<file path="src/rtl/wb_arbiter_if.sv">
// Writeback arbiter bus bundle: ALU result port, load-return handshake,
// register-file write port and issue-stage status.
interface wb_arbiter_if #(
    parameter int unsigned XLEN = 32
);
    logic            alu_valid;
    logic [4:0]      alu_rd;
    logic [XLEN-1:0] alu_data;

    logic            ld_valid;
    logic            ld_ready;
    logic [4:0]      ld_rd;
    logic [XLEN-1:0] ld_data;
    logic [2:0]      ld_funct3;
    logic [1:0]      ld_addr_lo;

    logic [4:0]      rc;
    logic [XLEN-1:0] wd;
    logic            we;
    logic [31:0]     pend_mask;
    logic            alu_stall;
    logic            err;

    // Arbiter side
    modport slave (
        input  alu_valid, alu_rd, alu_data,
        input  ld_valid, ld_rd, ld_data, ld_funct3, ld_addr_lo,
        output ld_ready,
        output rc, wd, we, pend_mask, alu_stall, err
    );

    // Pipeline / memory / register-file side
    modport master (
        output alu_valid, alu_rd, alu_data,
        output ld_valid, ld_rd, ld_data, ld_funct3, ld_addr_lo,
        input  ld_ready,
        input  rc, wd, we, pend_mask, alu_stall, err
    );
endinterface

</file>
<file path="src/rtl/wb_arbiter.sv">
// Writeback arbiter: merges single-cycle ALU results with extended load data
// buffered in a small FIFO, with a pending-load scoreboard and starvation stall.
module wb_arbiter #(
    parameter int unsigned XLEN   = 32,
    parameter int unsigned DEPTH  = 2,
    parameter int unsigned STARVE = 4
) (
    input  logic        clk,
    input  logic        rst_n,
    wb_arbiter_if.slave bus
);
    localparam int unsigned PTR_W = (DEPTH > 1) ? $clog2(DEPTH) : 1;
    localparam int unsigned CNT_W = $clog2(DEPTH + 1);
    localparam int unsigned AGE_W = (STARVE > 0) ? $clog2(STARVE + 1) : 1;
    localparam logic [AGE_W-1:0] AGE_MAX = '1;

    typedef struct packed {
        logic [4:0]      rd;
        logic [XLEN-1:0] data;
    } ld_entry_t;

    ld_entry_t        mem_q [DEPTH];
    ld_entry_t        mem_d [DEPTH];
    logic [DEPTH-1:0] vld_q, vld_d;
    logic [PTR_W-1:0] wr_ptr_q, wr_ptr_d;
    logic [PTR_W-1:0] rd_ptr_q, rd_ptr_d;
    logic [CNT_W-1:0] count_q, count_d;
    logic [AGE_W-1:0] age_q, age_d;
    logic             stall_q, stall_d;
    logic [4:0]       rc_q, rc_d;
    logic [XLEN-1:0]  wd_q, wd_d;
    logic             we_q, we_d;
    logic [31:0]      pend_q, pend_d;
    logic             err_q, err_d;

    logic push, pop, non_empty, sel_alu;

    // Byte/halfword extraction of the aligned word, applied before buffering
    function automatic logic [XLEN-1:0] extract(input logic [2:0] f3,
                                                input logic [1:0] off,
                                                input logic [XLEN-1:0] w);
        logic [7:0]  b;
        logic [15:0] h;
        b = w[{off, 3'b000} +: 8];
        h = off[1] ? w[31:16] : w[15:0];
        case (f3)
            3'b000:  return {{(XLEN-8){b[7]}}, b};
            3'b001:  return {{(XLEN-16){h[15]}}, h};
            3'b010:  return w;
            3'b100:  return XLEN'(b);
            3'b101:  return XLEN'(h);
            default: return '0;
        endcase
    endfunction

    assign bus.ld_ready = rst_n && (count_q < CNT_W'(DEPTH));

    always_comb begin
        mem_d    = mem_q;
        vld_d    = vld_q;
        wr_ptr_d = wr_ptr_q;
        rd_ptr_d = rd_ptr_q;
        rc_d     = rc_q;
        wd_d     = wd_q;
        we_d     = 1'b0;

        non_empty = (count_q != '0);
        push      = bus.ld_valid && bus.ld_ready;
        // A starved head outranks the ALU; otherwise the ALU wins
        pop       = non_empty && (stall_q || !bus.alu_valid);
        sel_alu   = bus.alu_valid && !(stall_q && non_empty);

        if (sel_alu) begin
            rc_d = bus.alu_rd;
            wd_d = bus.alu_data;
            we_d = (bus.alu_rd != 5'd0);
        end else if (pop) begin
            rc_d = mem_q[rd_ptr_q].rd;
            wd_d = mem_q[rd_ptr_q].data;
            we_d = (mem_q[rd_ptr_q].rd != 5'd0);
        end

        if (pop) begin
            vld_d[rd_ptr_q] = 1'b0;
            rd_ptr_d        = rd_ptr_q + PTR_W'(1);
        end
        if (push) begin
            mem_d[wr_ptr_q].rd   = bus.ld_rd;
            mem_d[wr_ptr_q].data = extract(bus.ld_funct3, bus.ld_addr_lo, bus.ld_data);
            vld_d[wr_ptr_q]      = 1'b1;
            wr_ptr_d             = wr_ptr_q + PTR_W'(1);
        end
        count_d = count_q + CNT_W'(push) - CNT_W'(pop);

        if (pop || !non_empty) begin
            age_d = '0;
        end else if (age_q != AGE_MAX) begin
            age_d = age_q + AGE_W'(1);
        end else begin
            age_d = age_q;
        end
        stall_d = (age_d >= AGE_W'(STARVE));

        err_d = err_q || (bus.alu_valid && stall_q && non_empty);

        // Scoreboard reflects the FIFO contents after this cycle's push/pop
        pend_d = '0;
        for (int unsigned i = 0; i < DEPTH; i++) begin
            if (vld_d[PTR_W'(i)]) begin
                pend_d[mem_d[PTR_W'(i)].rd] = 1'b1;
            end
        end
        pend_d[0] = 1'b0;
    end

    always_ff @(posedge clk) begin
        mem_q <= mem_d;
    end

    always_ff @(posedge clk or negedge rst_n) begin
        if (!rst_n) begin
            vld_q    <= '0;
            wr_ptr_q <= '0;
            rd_ptr_q <= '0;
            count_q  <= '0;
            age_q    <= '0;
            stall_q  <= 1'b0;
            rc_q     <= '0;
            wd_q     <= '0;
            we_q     <= 1'b0;
            pend_q   <= '0;
            err_q    <= 1'b0;
        end else begin
            vld_q    <= vld_d;
            wr_ptr_q <= wr_ptr_d;
            rd_ptr_q <= rd_ptr_d;
            count_q  <= count_d;
            age_q    <= age_d;
            stall_q  <= stall_d;
            rc_q     <= rc_d;
            wd_q     <= wd_d;
            we_q     <= we_d;
            pend_q   <= pend_d;
            err_q    <= err_d;
        end
    end

    assign bus.rc        = rc_q;
    assign bus.wd        = wd_q;
    assign bus.we        = we_q;
    assign bus.pend_mask = pend_q;
    assign bus.alu_stall = stall_q;
    assign bus.err       = err_q;
endmodule

</file>
<file path="src/flat_wrapper.sv">
// flat-port wrapper written by rule: the top's interface ports become plain ports
module wb_arbiter_flat 
#(
    parameter int unsigned XLEN   = 32,
    parameter int unsigned DEPTH  = 2,
    parameter int unsigned STARVE = 4
)
  (clk, rst_n, bus_alu_valid, bus_alu_rd, bus_alu_data, bus_ld_valid, bus_ld_rd, bus_ld_data, bus_ld_funct3, bus_ld_addr_lo, bus_ld_ready, bus_rc, bus_wd, bus_we, bus_pend_mask, bus_alu_stall, bus_err);
  wb_arbiter_if #(.XLEN(XLEN)) bus_i ();
  input  logic clk;
  input  logic rst_n;
  input wire logic [$bits(bus_i.alu_valid)-1:0] bus_alu_valid;
  input wire logic [$bits(bus_i.alu_rd)-1:0] bus_alu_rd;
  input wire logic [$bits(bus_i.alu_data)-1:0] bus_alu_data;
  input wire logic [$bits(bus_i.ld_valid)-1:0] bus_ld_valid;
  input wire logic [$bits(bus_i.ld_rd)-1:0] bus_ld_rd;
  input wire logic [$bits(bus_i.ld_data)-1:0] bus_ld_data;
  input wire logic [$bits(bus_i.ld_funct3)-1:0] bus_ld_funct3;
  input wire logic [$bits(bus_i.ld_addr_lo)-1:0] bus_ld_addr_lo;
  output wire logic [$bits(bus_i.ld_ready)-1:0] bus_ld_ready;
  output wire logic [$bits(bus_i.rc)-1:0] bus_rc;
  output wire logic [$bits(bus_i.wd)-1:0] bus_wd;
  output wire logic [$bits(bus_i.we)-1:0] bus_we;
  output wire logic [$bits(bus_i.pend_mask)-1:0] bus_pend_mask;
  output wire logic [$bits(bus_i.alu_stall)-1:0] bus_alu_stall;
  output wire logic [$bits(bus_i.err)-1:0] bus_err;
  assign bus_i.alu_valid = bus_alu_valid;
  assign bus_i.alu_rd = bus_alu_rd;
  assign bus_i.alu_data = bus_alu_data;
  assign bus_i.ld_valid = bus_ld_valid;
  assign bus_i.ld_rd = bus_ld_rd;
  assign bus_i.ld_data = bus_ld_data;
  assign bus_i.ld_funct3 = bus_ld_funct3;
  assign bus_i.ld_addr_lo = bus_ld_addr_lo;
  assign bus_ld_ready = bus_i.ld_ready;
  assign bus_rc = bus_i.rc;
  assign bus_wd = bus_i.wd;
  assign bus_we = bus_i.we;
  assign bus_pend_mask = bus_i.pend_mask;
  assign bus_alu_stall = bus_i.alu_stall;
  assign bus_err = bus_i.err;
  wb_arbiter #(.XLEN(XLEN), .DEPTH(DEPTH), .STARVE(STARVE)) u_core (.clk(clk), .rst_n(rst_n), .bus(bus_i));
endmodule
</file>
<file path="config.mk">
export PLATFORM = sky130hd
export DESIGN_NAME = wb_arbiter_flat
export DESIGN_NICKNAME = d
export VERILOG_FILES = /design/src/rtl/wb_arbiter_if.sv /design/src/rtl/wb_arbiter.sv /design/src/flat_wrapper.sv
export SDC_FILE = /design/constraint.sdc
export NUM_CORES = 1
export LEC_CHECK = 0
export CORE_UTILIZATION = 40
export CTS_BUF_LIST = sky130_fd_sc_hd__clkbuf_16
export DETAILED_ROUTE_END_ITERATION = 10
export GPL_ROUTABILITY_DRIVEN = 1
export GPL_TIMING_DRIVEN = 0
export PLACE_DENSITY = 0.74
export RECOVER_POWER = 100
export SLEW_MARGIN = 40
export SYNTH_ARGS = -nofsm -noshare
export SYNTH_HDL_FRONTEND = slang
export SYNTH_SLANG_ARGS = --single-unit
</file>
<file path="constraint.sdc">
create_clock -name clk -period 2.4 [get_ports clk]
set_input_delay 0.6 -clock clk [delete_from_list [all_inputs] [get_ports clk]]
set_output_delay 0.6 -clock clk [all_outputs]
set_load 0.02 [all_outputs]
</file>
==> results_dict.tcl <==
set metrics [dict create \
    stdcell_area_sq_um 9430 \
    worst-setup-path-type "primary input to flip-flop" \
    wire_per_inst_microns 18.2 \
    fmax_mhz 430 \
    cts_made_buffers 17 \
    combPwrFrac_pct 36.4 \
    syn_nets 694 \
    seqPwrFrac_pct 36.9 \
    via_count 5550 \
    maxSlewViolCount 0 \
    final_cell_mix "nand2_1, clkdlybuf4s50_1, dfrtp_1" \
    syn_inst 608 \
    die_h_microns 135 \
    finalClockSkew_ps 10.1 \
    cts.sinks 153 \
    start_util_pct 40.9 \
    worst_slew_pin_slew_ps 1030 \
    hpwl_microns 13600 \
    cts_tree "done" \
    finalSetupTns_ps 0 \
    drtIter0Drc 381 \
    area_delta_synth_final_pct 33.8 \
    power_switching_w 0.00348 \
    sw_frac_of_total_pct 35.5 \
    post-cts-setup-buffers 0 \
    finalWirelength_microns 18600 \
    ctsHoldBuffers 0 \
    synth-async-reset-ratio_pct 51.6 \
    core_area_sq_um 17200 \
    p_clk_share_pct 26.7 \
    drc 0 \
    worstPathMaxFanout 8 \
    die-area_sq_um 18200 \
    avgSynthCellArea_sq_um 11.6 \
    ys_ff_latch 153 \
    grt_first_pass_wirelength_microns 29200 \
    io_pins 156 \
    status "complete, no violations" \
    finalCritPeriodShare_pct 96.8 \
    rsz0062_at_grt "no" \
    clk_pin_slew_ps 60 \
    power.density_nw_per_um2 1040 \
    yosysUniqueCellTypes 48 \
    p_int_w 0.00633 \
    place.gp.congestion 0.906 \
    startpoint_type "primary input" \
    maxSlewHeadroom_pct 31.4 \
    hp-class "primary input to asynchronous set/reset pin" \
    final_common_cell "nand2_1" \
    worstSetupEndpointType "flip-flop" \
    via_per_inst 5.45 \
    maxCapViolCount 0 \
    worst_skew_pair.late_latency_ps 430 \
    syn_area_sq_um 7050 \
    p_leak_nw 3.78 \
    grt_use_total_pct 21.4 \
    ys_warn_count 0 \
    ctsHtreeMaxLevel 4 \
    fp-row-count 48 \
    cts_root_buf "clkbuf_16" \
    fill_cells 1516 \
    ir_worst_vdd_v 0.000589 \
    ys.flop_type "dfrtp_1" \
    antenna_cells 0 \
    setup-violations-final 0 \
    hold_viol 0 \
    nets 867 \
    placed_cell_area_sq_um 8880 \
    synth-seq-area-share_pct 58.1 \
    portBuffers 153 \
    period_needed_ps 2320 \
    grt_max_degree 44 \
    antenna_found_initial 1 \
    detail_route.first_pass.iterations 5 \
    gr-total-overflow 0 \
    cp.arrival_ps 2470 \
    grt_pass1_vias 5336 \
    die_x_microns 135 \
    antenna_left 0 \
    synth_edf_count 64 \
    cts_buffer_depth 2 \
    drive_gt1_share_pct 10.8 \
    critPathRequiredTime_ps 2550 \
    cts_resized 1 \
]
layout make-up:
| type | instances | area (sq um) | share of cell area [%] |
|---|---|---|---|
| repair buffers | 155 | 1550 | 16.5 |
| flip-flops and latches | 153 | 4100 | 43.5 |
| multi-input cells | 406 | 2680 | 28.4 |
| plain buffers | 37 | 198 | 2.10 |
| inverters | 11 | 41.3 | 0.438 |
| well taps | 225 | 282 | 2.98 |
| clock buffers | 17 | 425 | 4.51 |
| clock inverters | 15 | 151 | 1.61 |
final timing paths:
check,start,endpoint,slack [ps],cells after the start
max in group asynchronous,rst_n,u_core.bus.wd[8],1140,2
worst min-delay path,rst_n,u_core.bus.pend_mask[27],10,1
worst max register to register,u_core.count_q[1],u_core.count_q[1],110,10
worst min register to register,u_core.bus.err,u_core.bus.err,460,1
worst max-delay path,bus_ld_addr_lo[0],flip-flop,80,6
min in group clk,u_core.bus.err,u_core.bus.err,460,1
synthesized netlist by cell type, types with 8 or more instances:
| cell | instances | share of area [%] |
|---|---|---|
| mux2i_1 | 54 | 7.7 |
| a21oi_1 | 53 | 3.8 |
| inv_1 | 11 | 0.59 |
| nor3_1 | 8 | 0.57 |
| nand2b_1 | 9 | 0.80 |
| nor2_1 | 54 | 2.9 |
| o221a_2 | 18 | 2.9 |
| dfxtp_1 | 10 | 2.8 |
| a221o_1 | 15 | 2.1 |
| o221a_1 | 19 | 3.0 |
| buf_2 | 17 | 1.2 |
| clkbuf_1 | 12 | 0.64 |
| dfrtp_1 | 79 | 28 |
| o22ai_1 | 32 | 2.8 |
| nand2_1 | 84 | 4.5 |
| edfxtp_1 | 64 | 27 |
critical path, cell delays in order:
cell             delay (ps)
clkdlybuf4s50_1         590
mux4_2                  530
and2_0                  180
nor2b_4                 130
buf_6                   130
a221o_1                 320
power by group through the flow:
stage | clock network (W) | registers, W | logic, W
after floorplan | 0 | 0.00394 | 0.00198
after global placement | 0 | 0.00367 | 0.00360
after detailed placement | 0 | 0.00367 | 0.00367
after CTS | 0.00265 | 0.00363 | 0.00368
after global routing | 0.00278 | 0.00369 | 0.00386
final | 0.00262 | 0.00362 | 0.00357
routing by layer:
metal	share of wire (%)	up-vias	track usage, %
met3	6.2	16	4.84
met5	0	-	0
met1	45	2698	29.3
li1	-	2620	-
met4	1.2	0	6.49
met2	48	216	33.8
cells by family after synthesis:
kind of cell	Yosys count	synth area share, %
AO/OA/AOI/OAI	157	16.8
AND/OR/NAND/NOR	180	11.4
other	1	0.0532
XOR/XNOR	4	0.497
multiplexers	61	8.95
adder cells (fa/ha/maj)	3	0.533
buffers and inverters	49	3.66
flip-flops	153	58.1
through the flow:
stage / instances / hold WS (ps) / util (%) / total power, W / setup WS (ps)
CTS: 1019 / 45.7 / 54.9 / 0.00997 / 47.6
global route: 1019 / 10.9 / 54.7 / 0.0103 / 1.37
global placement: 986 / 439 / 51.4 / 0.00727 / -4050
detailed placement: 987 / 435 / 51.5 / 0.00734 / -365
floorplan: 608 / 304 / - / 0.00592 / 317
finish: 1019 / 12.1 / 54.7 / 0.00981 / 76.7
No activity file was read; power rests on OpenSTA's default activity.
